==> src/rtl/clk_switch_sequencer.sv <==
// Purpose: arbitrates clock-source switch requests and sequences the glitch-free mux select (break -> make).
// Latency: a switch runs OFF_CYCLES+SETTLE_CYCLES+MIN_DWELL+2 cycles; no-op and reject replies arrive 1 cycle after arbitration.
// Backpressure: requests are level-held; they are only sampled in IDLE and stay pending while busy.
//
// Ports:
//   clk, rst_n          always-on control clock, synchronous active-low reset
//   req / req_idx       per-requester level request and target source index
//   src_ok              per-source "running" flag, already synchronised to clk
//   gnt / rej           one-cycle completion / refusal pulses per requester
//   clk_select          registered one-hot (or all-zero during break) mux select
//   cur_idx             index currently selected; busy is high outside IDLE
module clk_switch_sequencer #(
    parameter int NUM_CLOCKS    = 4,
    parameter int NUM_REQ       = 3,
    parameter int IDX_W         = 2,
    parameter int OFF_CYCLES    = 8,
    parameter int SETTLE_CYCLES = 8,
    parameter int MIN_DWELL     = 16,
    parameter int RESET_SEL     = 0
) (
    input  logic                     clk,
    input  logic                     rst_n,
    input  logic [NUM_REQ-1:0]       req,
    input  logic [NUM_REQ*IDX_W-1:0] req_idx,
    input  logic [NUM_CLOCKS-1:0]    src_ok,
    output logic [NUM_REQ-1:0]       gnt,
    output logic [NUM_REQ-1:0]       rej,
    output logic [NUM_CLOCKS-1:0]    clk_select,
    output logic [IDX_W-1:0]         cur_idx,
    output logic                     busy
);

    localparam int MAX_OS = (OFF_CYCLES > SETTLE_CYCLES) ? OFF_CYCLES : SETTLE_CYCLES;
    localparam int MAX_C  = (MAX_OS > MIN_DWELL) ? MAX_OS : MIN_DWELL;
    localparam int CNT_W  = $clog2(MAX_C + 1);
    localparam int PTR_W  = (NUM_REQ > 1) ? $clog2(NUM_REQ) : 1;
    localparam int NPAD   = 1 << IDX_W;

    localparam logic [CNT_W-1:0]      OFF_LOAD    = CNT_W'(OFF_CYCLES - 1);
    localparam logic [CNT_W-1:0]      SETTLE_LOAD = CNT_W'(SETTLE_CYCLES - 1);
    localparam logic [CNT_W-1:0]      DWELL_LOAD  = CNT_W'((MIN_DWELL > 0) ? MIN_DWELL - 1 : 0);
    localparam logic [NUM_CLOCKS-1:0] ONE_HOT0    = NUM_CLOCKS'(1);
    localparam logic [NUM_CLOCKS-1:0] RESET_VEC   = ONE_HOT0 << RESET_SEL;

    typedef enum logic [2:0] {
        S_IDLE,
        S_BREAK,
        S_MAKE,
        S_DONE,
        S_DWELL
    } state_t;

    state_t           state;
    logic [CNT_W-1:0] cnt;
    logic [PTR_W-1:0] rr_ptr;
    logic [PTR_W-1:0] tgt_w;
    logic [IDX_W-1:0] tgt_idx;

    logic             win_vld;
    logic [PTR_W-1:0] win;
    logic [IDX_W-1:0] win_idx;
    logic             win_ok;
    logic [PTR_W-1:0] ptr_nxt;
    logic [NPAD-1:0]  src_ok_pad;

    // Indices beyond NUM_CLOCKS map onto zero-padded flags, so one lookup
    // covers both the range check and the source-running check.
    generate
        if (NPAD > NUM_CLOCKS) begin : g_pad
            assign src_ok_pad = {{(NPAD - NUM_CLOCKS){1'b0}}, src_ok};
        end else begin : g_nopad
            assign src_ok_pad = src_ok;
        end
    endgenerate

    // Round-robin search: first requester at or after rr_ptr.
    always_comb begin
        int r;
        win_vld = 1'b0;
        win     = '0;
        r       = 0;
        for (int k = 0; k < NUM_REQ; k++) begin
            r = (int'(rr_ptr) + k) % NUM_REQ;
            if (!win_vld && req[r]) begin
                win_vld = 1'b1;
                win     = PTR_W'(r);
            end
        end
    end

    assign win_idx = req_idx[int'(win)*IDX_W +: IDX_W];
    assign win_ok  = src_ok_pad[win_idx];
    assign ptr_nxt = (int'(win) == NUM_REQ - 1) ? '0 : win + 1'b1;

    always_ff @(posedge clk) begin
        if (!rst_n) begin
            state      <= S_IDLE;
            cnt        <= '0;
            rr_ptr     <= '0;
            tgt_w      <= '0;
            tgt_idx    <= '0;
            gnt        <= '0;
            rej        <= '0;
            busy       <= 1'b0;
            clk_select <= RESET_VEC;
            cur_idx    <= IDX_W'(RESET_SEL);
        end else begin
            gnt <= '0;
            rej <= '0;
            case (state)
                S_IDLE: begin
                    if (win_vld) begin
                        rr_ptr <= ptr_nxt;
                        if (!win_ok) begin
                            rej[win] <= 1'b1;
                        end else if (win_idx == cur_idx) begin
                            // Already on that source: acknowledge without a break.
                            gnt[win] <= 1'b1;
                        end else begin
                            tgt_w      <= win;
                            tgt_idx    <= win_idx;
                            clk_select <= '0;
                            cnt        <= OFF_LOAD;
                            busy       <= 1'b1;
                            state      <= S_BREAK;
                        end
                    end
                end
                S_BREAK: begin
                    if (cnt == '0) begin
                        clk_select <= ONE_HOT0 << tgt_idx;
                        cur_idx    <= tgt_idx;
                        cnt        <= SETTLE_LOAD;
                        state      <= S_MAKE;
                    end else begin
                        cnt <= cnt - 1'b1;
                    end
                end
                S_MAKE: begin
                    if (cnt == '0) begin
                        state <= S_DONE;
                    end else begin
                        cnt <= cnt - 1'b1;
                    end
                end
                S_DONE: begin
                    gnt[tgt_w] <= 1'b1;
                    if (MIN_DWELL == 0) begin
                        busy  <= 1'b0;
                        state <= S_IDLE;
                    end else begin
                        cnt   <= DWELL_LOAD;
                        state <= S_DWELL;
                    end
                end
                S_DWELL: begin
                    if (cnt == '0) begin
                        busy  <= 1'b0;
                        state <= S_IDLE;
                    end else begin
                        cnt <= cnt - 1'b1;
                    end
                end
                default: begin
                    busy  <= 1'b0;
                    state <= S_IDLE;
                end
            endcase
        end
    end

endmodule

==> config.mk <==
export PLATFORM = sky130hd
export DESIGN_NAME = clk_switch_sequencer
export DESIGN_NICKNAME = d
export VERILOG_FILES = /design/src/rtl/clk_switch_sequencer.sv
export SDC_FILE = /design/constraint.sdc
export NUM_CORES = 1
export LEC_CHECK = 0
export ABC_CLOCK_PERIOD_IN_PS = 3800
export CAP_MARGIN = 30
export CORE_UTILIZATION = 53
export CTS_BUF_LIST = sky130_fd_sc_hd__clkbuf_2 sky130_fd_sc_hd__clkbuf_4 sky130_fd_sc_hd__clkbuf_8
export DETAILED_ROUTE_END_ITERATION = 7
export GPL_TIMING_DRIVEN = 0
export PLACE_DENSITY = 0.79
export SLEW_MARGIN = 20
export SYNTH_ARGS = -nofsm -noshare
export SYNTH_HDL_FRONTEND = slang
export SYNTH_SLANG_ARGS = --single-unit
==> constraint.sdc <==
create_clock -name clk -period 3.8 [get_ports clk]
set_input_delay 0.38 -clock clk [delete_from_list [all_inputs] [get_ports clk]]
set_output_delay 0.38 -clock clk [all_outputs]
set_load 0.01 [all_outputs]
==> impl_summary.md <==
Floorplan
The die covers 3440 um2. The number of top-level pins is 28. The initial utilization of the core area, before any placement, comes to 0.557. The core area is between 3000 and 4000 um2. The die is 58.6 um tall.

Row generation in the floorplan step produced 20 rows. The floorplan step set the die width to around 59 um.

Timing
The count of final max-slew check failures came to 0. Setup repair after global routing left no endpoint under its margin. The final setup TNS is 0 ns. The clock arrives with about 0.0034 ns of skew. At the pin with the least slew margin, the transition time is 0.564 ns.

Setup violations remaining at the end of the flow were counted as 0. Timing would allow up to 0.305 GHz. The smallest hold slack is 0.472 ns. The number of hold violations in the final report is 0. The routed design could run at a clock period as short as 3.28 ns.

In the finished design, the share of the clock period the worst path needs comes to 0.864. The worst slew margin relative to its limit is 0.623.

Yosys
For this run, the register share of the synthesized area comes to 0.318. Synthesis produced a netlist whose cell count is 220. The post-synthesis cell type count is 53. The simple logic cell fraction of the synthesized area is 0.255. The Yosys warning count is 0.

The synthesized area per cell is 7.73 um2. The combinational family with the most area after synthesis is compound AO/OA/AOI/OAI gates. In this run, synthesis inferred 0 flip-flops with an integrated enable. The most used flip-flop cell after synthesis is sky130_fd_sc_hd__dfxtp_1. In the post-synthesis netlist, the biggest area contributors are sky130_fd_sc_hd__dfxtp_1 32%, sky130_fd_sc_hd__nand2_1 7.1%, sky130_fd_sc_hd__nor2_1 5.5%, sky130_fd_sc_hd__a21oi_1 3.8%, sky130_fd_sc_hd__o21ai_0 3.8%.

The xor and xnor area share after synthesis is 0.0103. The fraction of synthesis flops using an asynchronous set or reset pin is 0. The share of synthesized area in the top cell type comes to 0.318. The top cell type by total area after synthesis is sky130_fd_sc_hd__dfxtp_1.

The cell area after synthesis is 1700 um2. The share of the synthesized area in compound gates (AO/OA/AOI/OAI) is 0.278. The synthesized net count is 240. Of the post-synthesis cell area, the part taken by muxes is 0.0500. The post-synthesis share of cell area spent on full adders, half adders and majority gates is 0.0368. Synthesis inferred 27 register bits.

Route
The number of design-rule violations left by the first detailed-router iteration is 53. For this run, design rule violations remaining after detail routing come to 0. Dividing the detail-routed wire length by the instance count gives 13.0 um. The count of TritonRoute iterations in the first routing pass is 4. The overall routed net length is 3830 um. The final antenna-violating net count is 0.

Detailed routing inserted a total of 1621 vias. Dividing the detail-routed via count by the number of cells gives 5.49.

Critical path
For the worst setup path, the data required time is ~4.0 ns. Measured in cells, the most critical reg-to-reg path has a length of 13. The critical path endpoint category is a register. The endpoint of the most critical register-to-register path is clk_select[0]$_SDFFE_PN1P_.

The reg-to-reg setup timing slack is 0.52 ns. The worst setup path is of the reg2reg kind. The largest fanout on the critical path is 10. For the worst setup path, the data arrival time is 3.50 ns. The sort of element at the start of the critical path is a register. The worst register-to-register path begins at rr_ptr[0]$_SDFFE_PN0P_.

Final layout
The net count of the finished layout is 272. The share of cells above drive strength 1 is 0.0757. The repair_antennas step left the layout with diodes totalling 0.

The most frequent standard cell in the layout excluding fill and tap cells is sky130_fd_sc_hd__nand2_1. The synthesis-to-layout area growth is 20.9%. The library cells used most frequently in the layout, excluding fill and tap cells, are 32 x sky130_fd_sc_hd__nand2_1, 27 x sky130_fd_sc_hd__dfxtp_1, 27 x sky130_fd_sc_hd__clkdlybuf4s50_1.

Pwr
For this design the static power due to leakage is 0.776 nW. The share of total power dissipated in the clock network is 0.076. The worst vdd rail ir drop is about 0.00038 V. The total power divided by cell area is 838 nW/um2.

The internal portion of the total power is 0.000891 W. Of the total power, the share spent switching nets is 0.483. The share of total power dissipated in combinational logic is 0.682. Of the total power, registers draw 0.242.

The switching power total is 0.000832 W.

Clocking
The total of hold buffers inserted after clock tree synthesis is 0. The tree is rooted in a sky130_fd_sc_hd__clkbuf_4. The insertion delay to the later sink of the worst-skew pair is 0.33 ns.

In this run, CTS created clock tree buffers numbering 3. The number of sinks driven by the clock tree is 27. Post-CTS repair changed the size of 0 cells. The maximum number of buffers from clock root to sink is 2. After clock tree synthesis, the setup repair step added 0 buffers. The H-tree level count is 1. TritonCTS built the clock tree. The register clock-pin slew on the reported worst setup and hold paths is 0.15 ns.

Global routing
Entering global routing, the biggest net connects 17 pins. In the global route stage, overall resource usage came out at 0.247. The via count of the first global-routing pass was 1486.

The number of antenna violations at the first check in global routing was 0. The first global-routing pass estimated 6560 um of wire. The remaining global-route overflow is 0.

Placement
After legalization and detailed placement, the total HPWL measured about 2900 um. Port buffering added 27 buffers. At the end of routability-driven placement, the weighted congestion stood at 0.814.

Min path
The worst hold path terminates at clk_select[2]$_SDFFE_PN0P_. The worst hold path was traced through 2 stages. In this run the worst hold path is classified as reg2reg.

The start point of the worst hold path is clk_select[2]$_SDFFE_PN0P_.

Run status
The flow ran to the end, and the final reports show no timing, DRC or antenna violations.

Flow run
The number of violations of the max-capacitance limit is 0.
[through the flow]
| step | utilization | power, W | setup slack (ns) | instance area, um2 | cells |
|---|---|---|---|---|---|
| 2_1_floorplan | - | 0.00131 | 0.923 | 1700 | 220 |
| 3_3_place_gp | 0.664 | 0.00156 | 0.444 | 2030 | 291 |
| 3_5_place_dp | 0.664 | 0.00158 | 0.445 | 2030 | 291 |
| 4_1_cts | 0.673 | 0.00171 | 0.528 | 2060 | 295 |
| 5_1_grt | 0.673 | 0.00188 | 0.265 | 2060 | 295 |
| 6_report | 0.673 | 0.00172 | 0.516 | 2060 | 295 |
[registers in the layout, indices dropped and copies added (netlist names), 2 cells and up]
name,cells
state,3
gnt,3
rr_ptr,2
tgt_w,2
clk_select,4
tgt_idx,2
rej,3
cur_idx,2
cnt,5
[Yosys cell counts (3+ instances only)]
cell	instances
sky130_fd_sc_hd__dfxtp_1	27
sky130_fd_sc_hd__or3_1	4
sky130_fd_sc_hd__mux2i_1	4
sky130_fd_sc_hd__ha_1	5
sky130_fd_sc_hd__nor2b_1	5
sky130_fd_sc_hd__nor3_1	6
sky130_fd_sc_hd__o21ai_1	3
sky130_fd_sc_hd__nand3_1	6
sky130_fd_sc_hd__a21oi_1	13
sky130_fd_sc_hd__clkbuf_1	6
sky130_fd_sc_hd__nand2b_1	6
sky130_fd_sc_hd__nor2_1	25
sky130_fd_sc_hd__o21ai_0	13
sky130_fd_sc_hd__o211a_1	3
sky130_fd_sc_hd__o21a_1	6
sky130_fd_sc_hd__nand2_1	32
sky130_fd_sc_hd__inv_1	9
[cells by family after synthesis]
| logic type | after synthesis |
|---|---|
| AO/OA/AOI/OAI | 66 |
| multiplexers | 7 |
| XOR/XNOR | 2 |
| adder cells (fa/ha/maj) | 5 |
| flip-flops | 27 |
| buffers and inverters | 20 |
| AND/OR/NAND/NOR | 93 |
[power by group through the flow]
stage          logic, W  clock network (W)  registers (W)
3_5_place_dp    0.00116                  0       0.000422
4_1_cts         0.00117           0.000132       0.000416
6_report        0.00118           0.000131       0.000417
3_3_place_gp    0.00114                  0       0.000420
5_1_grt         0.00131           0.000141       0.000427
2_1_floorplan  0.000892                  0       0.000422
[cell type report]
type,instances,area [um2]
buffer,9,46.3
clock buffer,3,22.5
clock inverter,1,7.51
fill,312,997
inverter,11,41.3
multi-input combinational,173,1070
sequential,27,541
tap,44,55.1
timing repair buffer,27,270
[worst max-delay path, stage by stage (launching register included)]
cell and delay, ns:
sky130_fd_sc_hd__dfxtp_1 0.42, sky130_fd_sc_hd__inv_1 0.08, sky130_fd_sc_hd__ha_1 0.40, sky130_fd_sc_hd__inv_2 0.15
sky130_fd_sc_hd__mux2i_4 0.28, sky130_fd_sc_hd__inv_2 0.08, sky130_fd_sc_hd__o211a_1 0.24, sky130_fd_sc_hd__o21a_1 0.22
sky130_fd_sc_hd__or3_1 0.36, sky130_fd_sc_hd__a22oi_2 0.32, sky130_fd_sc_hd__nor3_1 0.11, sky130_fd_sc_hd__buf_2 0.21
sky130_fd_sc_hd__o21ai_1 0.18, sky130_fd_sc_hd__o211ai_1 0.10
[how the worst max path moves through the flow]
stage	startpoint	to	slack, ns
5_1_grt	rr_ptr[0]$_SDFFE_PN0P_	tgt_idx[0]$_SDFFE_PN0P_	0.27
3_3_place_gp	req[0]	clk_select[0]$_SDFFE_PN1P_	0.44
4_1_cts	rr_ptr[0]$_SDFFE_PN0P_	clk_select[0]$_SDFFE_PN1P_	0.53
6_report	rr_ptr[0]$_SDFFE_PN0P_	clk_select[0]$_SDFFE_PN1P_	0.52
3_5_place_dp	req[0]	clk_select[0]$_SDFFE_PN1P_	0.45
2_1_floorplan	rr_ptr[0]$_SDFFE_PN0P_	clk_select[2]$_SDFFE_PN0P_	0.92
[routing by layer]
metal / GRT usage / part of all wire
met1: 0.341 / 0.50
met2: 0.386 / 0.44
met3: 0.0308 / 0.037
met4: 0.116 / 0.024
met5: 0 / 0
(Power assumes the default switching activity.)
